File: src/rtl/rv32i_types.sv
// rv32i_types: cache controller state encoding and pmem address-select encodings
package rv32i_types;
  typedef enum logic [1:0] {IDLE, WRITEBACK, FILL} state_e;
  typedef enum logic [1:0] {
    ADDR_CPU      = 2'd0,
    ADDR_WB_LEFT  = 2'd1,
    ADDR_WB_RIGHT = 2'd2
  } addr_sel_e;
endpackage

File: src/rtl/cache_control.sv
// cache_control: 2-way write-back cache FSM; CPU req/resp, pmem req/resp, datapath hit/dirty/lru in, array write enables and mux selects out
module cache_control
  import rv32i_types::*;
(
  input  logic       clk,
  input  logic       rst,
  input  logic       mem_read,
  input  logic       mem_write,
  output logic       mem_resp,
  output logic       pmem_read,
  output logic       pmem_write,
  input  logic       pmem_resp,
  input  logic [1:0] hit,
  input  logic [1:0] dirty,
  input  logic       lru,
  output logic [1:0] tag_write,
  output logic [1:0] data_write,
  output logic [1:0] valid_write,
  output logic [1:0] dirty_write,
  output logic       lru_write,
  output logic       writebackmux_sel,
  output logic [1:0] address_to_pmem_sel
);
  state_e state_q, state_d;
  logic req;
  logic [1:0] way;
  assign req = mem_read | mem_write;
  assign way = lru ? 2'b10 : 2'b01;
  always_ff @(posedge clk) state_q <= rst ? IDLE : state_d;
  always_comb begin
    state_d = state_q;
    mem_resp = 1'b0;
    pmem_read = 1'b0;
    pmem_write = 1'b0;
    tag_write = 2'b00;
    data_write = 2'b00;
    valid_write = 2'b00;
    dirty_write = 2'b00;
    lru_write = 1'b0;
    writebackmux_sel = 1'b0;
    address_to_pmem_sel = ADDR_CPU;
    case (state_q)
      IDLE: begin
        if (req && |hit) begin
          mem_resp = 1'b1;
          lru_write = 1'b1;
          data_write = mem_write ? hit : 2'b00;
          dirty_write = mem_write ? hit : 2'b00;
          writebackmux_sel = mem_write;
        end else if (req) begin
          state_d = dirty[lru] ? WRITEBACK : FILL;
        end
      end
      WRITEBACK: begin
        pmem_write = 1'b1;
        address_to_pmem_sel = lru ? ADDR_WB_RIGHT : ADDR_WB_LEFT;
        state_d = pmem_resp ? FILL : WRITEBACK;
      end
      FILL: begin
        pmem_read = 1'b1;
        tag_write = pmem_resp ? way : 2'b00;
        data_write = pmem_resp ? way : 2'b00;
        valid_write = pmem_resp ? way : 2'b00;
        dirty_write = pmem_resp ? way : 2'b00;
        state_d = pmem_resp ? IDLE : FILL;
      end
      default: state_d = IDLE;
    endcase
  end
endmodule

File: config.mk
export PLATFORM = sky130hd
export DESIGN_NAME = cache_control
export DESIGN_NICKNAME = d
export VERILOG_FILES = /design/src/rtl/rv32i_types.sv /design/src/rtl/cache_control.sv
export SDC_FILE = /design/constraint.sdc
export NUM_CORES = 1
export LEC_CHECK = 0
export ABC_AREA = 1
export CAP_MARGIN = 0
export CORE_AREA = 2 2 39 41
export CTS_CLUSTER_DIAMETER = 100
export CTS_CLUSTER_SIZE = 40
export DETAILED_ROUTE_END_ITERATION = 6
export DIE_AREA = 0 0 41 43
export PLACE_DENSITY = 0.66
export SLEW_MARGIN = 20
export SYNTH_ARGS = -nofsm -noshare
export SYNTH_HDL_FRONTEND = slang
export SYNTH_SLANG_ARGS = --single-unit
export TNS_END_PERCENT = 30
File: constraint.sdc
create_clock -name clk -period 1.2 [get_ports clk]
set_input_delay 0.18 -clock clk [delete_from_list [all_inputs] [get_ports clk]]
set_output_delay 0.18 -clock clk [all_outputs]
set_load 0.005 [all_outputs]
==> impl_metrics.py, run 1 <==
metrics = {
    "placement": {
        "place.gp.congestion": 0.701,
        "hpwl_um": 591,
        "dp.cells": 86,
        "io_buffers": 24,
    },
    "run_status": {
        "status": "finished, violations left",
        "violations": "setup timing",
    },
    "timing": {
        "rsz0062_at_grt": "true",
        "clock.fmax_ghz": 0.780,
        "slew_viol_final": 0,
        "worst_pin_slew_ps": 176,
        "finalSetupViolCount": 10,
        "relSlewSlack_pct": 88.2,
        "period_needed_ps": 1280,
        "post-route-period-util_pct": 107,
        "layout_setup_ws_ps": -81.9,
        "final_hold_viol_count": 0,
        "skew_ps": 6.27,
    },
    "cells_and_area": {
        "syn_to_final_growth_pct": 122,
        "regMostFlops": "state_q",
        "drive_gt1_share_pct": 54.7,
        "n_antenna_cell": 0,
        "postLayoutCoreUtil_pct": 38.5,
        "num-nets-final": 87,
        "fin_cells": 91,
        "top_regs": "state_q (2)",
        "fill_cells": 169,
        "largest_reg_flops": 2,
    },
    "yosys": {
        "synth_area_um2": 240,
        "yosysWarnings": 0,
        "synth_cell_types": 10,
        "ys_top_cells_by_area": "nor2_1 17%, dfxtp_1 17%, buf_4 16%",
        "synth_nets": 55,
        "synth-seq-cells": 2,
        "postSynth.asyncResetShare_pct": 0,
        "synth_enable_flop_cells": 0,
        "yosysSeqAreaShare_pct": 16.7,
        "synthTopCellsByCount": "11 x nor2_1, 10 x nand2_1, 9 x inv_1, 5 x buf_4, 4 x nand3_1",
        "synth_area_per_cell_um2": 5.34,
        "yosysTopAreaCell": "nor2_1",
        "yosys_most_used_dff": "dfxtp_1",
        "synthCells": 45,
        "synth.most_common_cell": "nor2_1",
        "synth.top_cell.area_share_pct": 17.2,
    },
    "setup_path": {
        "setup.worst_path.end_class": "primary output",
        "path_cells": "buf_6 > nor2_4 > buf_6 > nand3_2 > nand2_2 > buf_2",
        "crit_slowest_cell": "dfxtp_2",
        "reg2reg_from": "state_q[0]",
        "cp.arrival_ps": 1100,
        "crit_top_cell": "buf_6",
        "worstSetupStartpoint": "state_q[0]",
        "required_ps": 1020,
        "worst_setup_path_start_kind": "flop",
        "crit_type": "flop to primary output",
        "worst_path_largest_cell_delay_ps": 310,
        "path_max_fanout": 3,
    },
    "route": {
        "drt_pass1_iterations": 2,
        "first_iter_violations": 5,
        "avgRoutedWirePerCell_um": 8.55,
        "wirelength_um": 778,
        "ant_nets": 0,
        "via_per_inst": 4.00,
        "vias": 364,
        "drcViolationCount": 0,
    },
    "grt": {
        "overflow": 0,
        "grt_start_max_net_pins": 5,
        "grt_usage_pct": 10.7,
        "grt_pass1_vias": 356,
        "antenna_found_initial": 0,
        "grt_pass1_wl_um": 1230,
    },
    "clocking": {
        "clk_pin_slew_ps": 30,
        "clkLatencyLatePin_ps": 230,
        "cts_tree": "yes",
        "cts.sink_count": 2,
        "h-tree-depth": 1,
        "cts.path.max_buffers": 2,
        "cts_buffers": 3,
        "cts_root_buffer": "clkbuf_4",
        "cts_hold_buf": 0,
    },
    "min_path": {
        "min_path_type": "input port to flop",
        "min_from": "pmem_resp",
    },
    "power_and_ir_drop": {
        "leakagePower_nw": 0.312,
        "cellPowerDensity_mw_per_mm2": 745,
        "ir_drop_v": 0.000294,
    },
    "floorplanning": {
        "rows": 14,
        "core_mm2": 0.00138,
        "die_h_um": 43,
        "die_w_um": 41,
        "die_area_mm2": 0.00176,
        "io_pins": 25,
        "start_util_pct": 17.4,
    },
    "flow_run": {
        "cap_viol_max_count": 0,
    },
}
[where the power goes]
part	switching, W	internal, W
clock network	0.0000450	0.000111
logic	0.0000734	0.0000932
registers	0.00000415	0.0000706
total	0.000123	0.000275
[cell usage in the layout, fill, tap and decap left out]
| cell type | instances |
|---|---|
| a21oi_1 | 1 |
| buf_2 | 8 |
| buf_4 | 6 |
| buf_6 | 2 |
| clkbuf_2 | 4 |
| clkbuf_4 | 3 |
| clkdlybuf4s15_2 | 2 |
| clkdlybuf4s50_1 | 6 |
| dfxtp_2 | 1 |
| dfxtp_4 | 1 |
| dlygate4sd2_1 | 4 |
| inv_1 | 4 |
| inv_2 | 4 |
| inv_4 | 1 |
| nand2_1 | 8 |
| nand2_2 | 1 |
| nand2_4 | 1 |
| nand3_2 | 5 |
| nor2_1 | 11 |
| nor2_4 | 1 |
| o21ai_2 | 1 |
[path summary, 6_finish.rpt]
kind         slack [ps]  cells after the start              to
min                 510                      6      state_q[1]
max                 -80                      6  dirty_write[0]
max reg2reg         160                      7      state_q[0]
min reg2reg         700                      5      state_q[1]
[metal layers]
layer,up-vias,wire (µm),GRT usage [%]
met5,-,0,0
met4,0,10,8.00
met3,2,82,6.28
met2,16,406,15.9
met1,157,278,10.2
li1,189,-,-
[critical path: cells and delay by family, from the launching register on]
| family | cells | cell delay [ps] |
|---|---|---|
| buf+inv | 3 | 320 |
| flops | 1 | 310 |
| simple gates | 3 | 230 |
[kinds of logic after synthesis]
logic type / Yosys count / synth area share [%]
and+or+nand+nor: 27 / 47.9
buffers and inverters: 14 / 29.7
DFF: 2 / 16.7
AOI/OAI and AO/OA: 2 / 5.73
[timing repair]
action | in CTS | in global routing
pin swaps | 5 | 3
resized for setup | 55 | 18
endpoints found under the setup margin | 15 | 15
buffers inserted | 2 | 0
[through the flow]
stage | power [W] | hold WS, ps | setup WS [ps] | setup TNS (ps) | instance area [µm²]
after floorplan | 0.000144 | 349 | 125 | 0 | 240
after global placement | 0.000249 | 673 | -467 | -5580 | 508
after detailed placement | 0.000252 | 698 | -487 | -5760 | 508
after CTS | 0.000410 | 497 | -173 | -1100 | 564
after global routing | 0.000429 | 530 | -150 | -1310 | 533
final | 0.000397 | 511 | -81.9 | -635 | 533
[layout make-up]
type | count | area [µm²] | share of cell area, %
clock buffer | 3 | 22.5 | 4.23
sequential | 2 | 45.0 | 8.45
tap | 16 | 20.0 | 3.76
inverter | 9 | 36.3 | 6.81
timing repair buffer | 32 | 245 | 46.0
multi-input combinational | 29 | 164 | 30.8
Note: power is estimated with default switching activity, not from simulation.
==> run 2, diff against run 1 <==
--- a/config.mk
+++ b/config.mk
@@ -12,7 +12,8 @@
 export CTS_CLUSTER_SIZE = 40
 export DETAILED_ROUTE_END_ITERATION = 6
 export DIE_AREA = 0 0 41 43
-export PLACE_DENSITY = 0.66
+export DONT_BUFFER_PORTS = 1
+export PLACE_DENSITY = 0.42
 export SLEW_MARGIN = 20
 export SYNTH_ARGS = -nofsm -noshare
 export SYNTH_HDL_FRONTEND = slang
==> impl_metrics.py, run 2 (synthesis results as in run 1) <==
metrics = {
    "setup_path": {
        "worst_path_largest_cell_delay_ps": 340,
        "crit_type": "flop to primary output",
        "path_max_fanout": 6,
        "crit_slowest_cell": "dfxtp_1",
        "critical-path-top-delay-family": "flip-flops",
        "worst_setup_path_start_kind": "flop",
        "crit_buf_inv": 0,
        "reg2regPathDepth": 5,
        "crit_cells": 3,
        "required_ps": 1020,
        "path_cells": "nor2_4 > o21ai_2 > nor2_2",
        "setup.worst_path.end_class": "primary output",
        "cp.arrival_ps": 960,
    },
    "clocking": {
        "cts_hold_buf": 0,
        "cts_buffers": 3,
        "cts.sink_count": 2,
        "cts_root_buffer": "clkbuf_4",
        "h-tree-depth": 1,
        "clkLatencyLatePin_ps": 220,
        "clk_pin_slew_ps": 30,
        "cts_tree": "yes",
        "cts.path.max_buffers": 2,
    },
    "cells_and_area": {
        "num-nets-final": 56,
        "regMostFlops": "state_q",
        "syn_to_final_growth_pct": 9.90,
        "top_regs": "state_q (2)",
        "final_common_cell": "nor2_1",
        "n_antenna_cell": 0,
        "layout_common_cells": "10 x nor2_1, 9 x inv_1, 9 x nand2_1",
        "drive_gt1_share_pct": 22.7,
        "largest_reg_flops": 2,
        "fill_cells": 164,
        "finalInstanceArea_um2": 264,
    },
    "power_and_ir_drop": {
        "ir_drop_v": 0.000261,
        "cellPowerDensity_mw_per_mm2": 1120,
        "leakagePower_nw": 0.163,
    },
    "timing": {
        "relSlewSlack_pct": 87.7,
        "worst_pin_slew_ps": 184,
        "fin_setup_tns_ps": 0,
        "period_needed_ps": 1140,
        "post-route-period-util_pct": 94.8,
        "clock.fmax_ghz": 0.879,
        "rsz0062_at_grt": "true",
        "final_hold_viol_count": 0,
        "skew_ps": 1.69,
        "finalSetupViolCount": 0,
        "slew_viol_final": 0,
    },
    "floorplanning": {
        "die_area_mm2": 0.00176,
        "start_util_pct": 17.4,
        "die_h_um": 43,
        "io_pins": 25,
        "core_mm2": 0.00138,
        "die_w_um": 41,
        "rows": 14,
    },
    "grt": {
        "overflow": 0,
        "grt_pass1_wl_um": 786,
        "grt_usage_pct": 7.51,
        "grt_start_max_net_pins": 7,
        "grt_pass1_vias": 239,
        "antenna_found_initial": 0,
    },
    "flow_run": {
        "cap_viol_max_count": 0,
    },
    "placement": {
        "io_buffers": 0,
        "place_area_um2": 223,
        "place.gp.congestion": 0.611,
        "hpwl_um": 447,
    },
    "min_path": {
        "hold_path_depth": 3,
        "min_path_type": "input port to flop",
    },
    "route": {
        "drcViolationCount": 0,
        "drt_pass1_iterations": 3,
        "via_per_inst": 4.15,
        "ant_nets": 0,
        "wirelength_um": 550,
        "avgRoutedWirePerCell_um": 9.17,
        "vias": 249,
        "first_iter_violations": 1,
    },
    "run_status": {
        "status": "finished clean",
    },
}
==> run 2: changes by cell type in the layout (fill, tap and decap cells not counted), moves of 2 or more <==
cell / change
buf_2: -8
buf_4: -5
buf_6: -2
clkbuf_2: -4
clkdlybuf4s15_2: -2
clkdlybuf4s50_1: -6
dlygate4sd2_1: -4
inv_1: +5
inv_2: -4
nand3_1: +4
nand3_2: -4
==> run 2: what timing repair did <==
action / 4_1_cts / 5_1_grt
buffers inserted: 0 / 1
resized for setup: 2 / 2
endpoints found under the setup margin: 7 / 11
pin swaps: 0 / 1
==> run 2: final timing paths <==
| kind | startpoint | end | slack [ps] |
|---|---|---|---|
| worst max-delay path | state_q[0] | mem_resp | 60 |
| worst min-delay path | rst | state_q[1] | 140 |
| worst max register to register | state_q[0] | state_q[0] | 300 |
| worst min register to register | state_q[1] | state_q[1] | 640 |
==> run 2: cell type report <==
cell class | instances | area (µm²) | area share [%]
inverters | 9 | 33.8 | 12.8
clock buffers | 3 | 22.5 | 8.53
flip-flops and latches | 2 | 41.3 | 15.6
repair buffers | 1 | 7.51 | 2.84
well taps | 16 | 20.0 | 7.58
multi-input cells | 29 | 139 | 52.6
==> run 2: power breakdown <==
part	leakage [nW]	internal, W	switching [W]
sequential	0.0167	0.0000714	0.00000514
combinational	0.132	0.0000259	0.0000441
clock	0.0138	0.000110	0.0000396
total	0.163	0.000208	0.0000888
==> run 2: per-layer routing <==
metal,wire length (µm),track usage (%),vias to the layer above
li1,-,-,128
met3,47,1.57,2
met1,217,5.73,106
met4,19,12.0,0
met2,265,11.3,13
met5,0,0,-
==> run 2: per-stage QoR <==
step	cells	total power (W)	hold slack, ps	setup WS [ps]	utilization [%]
after detailed placement	56	0.000138	378	157	16.1
after floorplan	45	0.000144	349	125	-
after CTS	59	0.000301	140	19.3	18.3
final	60	0.000297	138	62.3	19.1
after global routing	60	0.000320	145	-12.1	19.1
after global placement	56	0.000138	377	177	16.1
==> run 2: tightest hold or removal path: cells and delay by family <==
kind	cells	cell delay, ps
simple gates	2	110
buf+inv	1	30
==> variant: new RTL, settings of run 2 <==
Encoding of `state_e`: now one-hot (3 bits for 3 states).
--- a/src/rtl/rv32i_types.sv
+++ b/src/rtl/rv32i_types.sv
@@ -1,5 +1,5 @@
 // rv32i_types: cache controller state encoding and pmem address-select encodings
 package rv32i_types;
-  typedef enum logic [1:0] {IDLE, WRITEBACK, FILL} state_e;
+  typedef enum logic [2:0] {IDLE = 3'b001, WRITEBACK = 3'b010, FILL = 3'b100} state_e;
   typedef enum logic [1:0] {
     ADDR_CPU      = 2'd0,
Function: same outputs for any inputs over 10 cycles, from zero or initial values and one cycle with rst high; not proved beyond that.
==> variant against run 2 <==
The run now ends with negative setup slack left. Die area stayed put. Power is 110% higher. Hold slack worse by 35 ps. Cell area is 70% higher. Register-to-register slack worse by 110 ps. Wire length is 52% higher. Critical path depth is 1 lower. Sequential cell count is 1 higher. Clock power is 17% higher. Setup slack worse by 150 ps. Synthesized area is 36% higher.
==> variant: results (changes against run 2) <==
P_leak: 0.224 nW (was 0.163 nW)
Vias in the first global route: 342 (was 239)
GP Congestion: 0.650 (was 0.611)
Cts bufs inserted: 3 (unchanged)
Vias per inst: 4.55 (was 4.15)
Worst path arrival time: 1110 ps (was 960 ps)
Gr usage total: 9.94% (was 7.51%)
Root Driver: clkbuf_4 (unchanged)
CP peak stage delay: 360 ps (was 340 ps)
Synth cell types: 15 (was 10)
CTS max path bufs: 2 (unchanged)
Top FF cell, synth: dfxtp_1 (unchanged)
Htree depth: 1 (unchanged)
Fraction of layout cells with a size suffix above 1: 50.8% (was 22.7%)
# setup viols final: 11 (was 0)
Worst-Skew Late Latency: 230 ps
Largest net degree at the start of global routing: 6 (was 7)
Largest fanout on the critical path: 4 (was 6)
Initial antenna violation count: 0 (unchanged)
Drt first-iter violations: 6 (was 1)
Sequential share of the synthesized area: 18.3% (was 16.7%)
Setup TNS: -837 ps (was 0 ps)
Peak supply drop: 486 uV (was 261 uV)
Post-DP HPWL: 610 um (was 447 um)
Hold Path Class: in -> reg (unchanged)
Largest cells by area after synthesis: dfxtp_1, buf_4, nand2_1 (was nor2_1, dfxtp_1, buf_4)
Status: finished, violations left (was finished, final reports clean)
Antenna diode count: 0 (unchanged)
Layout Skew: 1.19 ps (was 1.69 ps)
Failing checks: negative setup slack
Worst path slowest cell: dfxtp_4 (was dfxtp_1)
Global-route wire length before repair: 1.17 mm (was 786 um)
Drt pass-1 iters: 4 (was 3)
Max-slew headroom: 75.5% (was 87.7%)
Synth top cells by count: nand2_1, nor2_1, nand3_1 (was nor2_1, nand2_1, inv_1)
Regs by FF count: state_q x3 (was state_q x2)
Nets@finish: 72 (was 56)
Clk slew on worst S/H paths: 40 ps
Wirelength per Cell: 10.9 um (was 9.17 um)
Top cell family by delay on the critical path: simple AND/OR/NAND/NOR gates (was flip-flops)
Mapped Nets: 66 (was 55)
Pre-CTS setup slack: 70.0 ps (was 157 ps)
YS warnings: 0 (unchanged)
Worst Setup Slack, final: -87.0 ps (was 62.3 ps)
IO Port Bufs: 0 (unchanged)
Ys async rst share: 0% (unchanged)
==> variant: stage by stage <==
| step | std cells | hold WS, ps | instance area (um^2) | util [%] |
|---|---|---|---|---|
| detailed placement | 68 | 255 | 318 | 23.0 |
| CTS | 74 | 0.131 | 390 | 28.2 |
| finish | 77 | 102 | 449 | 32.5 |
| global placement | 68 | 253 | 318 | 23.0 |
| floorplan | 56 | 252 | 328 | - |
| global route | 77 | 111 | 449 | 32.5 |
==> variant: path summary, 6_finish.rpt <==
check,start,endpoint,slack (ps),depth (start not counted)
worst max-delay path,state_q[1]$_SDFFE_PP0P_,writebackmux_sel,-90,2
worst min-delay path,rst,state_q[0]$_SDFFE_PP1P_,100,2
worst max register to register,state_q[0]$_SDFFE_PP1P_,state_q[0]$_SDFFE_PP1P_,190,6
worst min register to register,state_q[1]$_SDFFE_PP0P_,state_q[1]$_SDFFE_PP0P_,640,5
==> variant: final cells by class <==
class,instances,area (um^2)
clock buffer,4,26.3
fill,158,935
inverter,8,30.0
multi-input combinational,40,258
sequential,3,67.6
tap,16,20.0
timing repair buffer,6,47.5
==> variant: repair_timing <==
| action | in CTS | in global routing |
|---|---|---|
| gates cloned | 0 | 0 |
| pin swaps | 4 | 3 |
| hold buffers | 0 | 1 |
| resized for setup | 8 | 9 |
| endpoints found under the setup margin | 11 | 14 |
| hold endpoints to repair | 0 | 1 |
| setup buffers | 2 | 2 |
==> variant: routing by layer <==
metal / share of wire, % / GRT usage (%)
met4: 0 / 8.00
met5: 0 / 0
met3: 7.8 / 1.57
met2: 58 / 18.1
met1: 35 / 8.36
==> variant: cell families after synthesis <==
group / share of synthesized area (%)
simple gates: 54.2
flops: 18.3
compound gates: 6.87
buf+inv: 20.6
==> variant: power by group <==
part	leakage, nW	switching, mW	internal, mW
sequential	0.0253	0.0309	0.125
combinational	0.184	0.171	0.119
clock	0.0150	0.0517	0.125
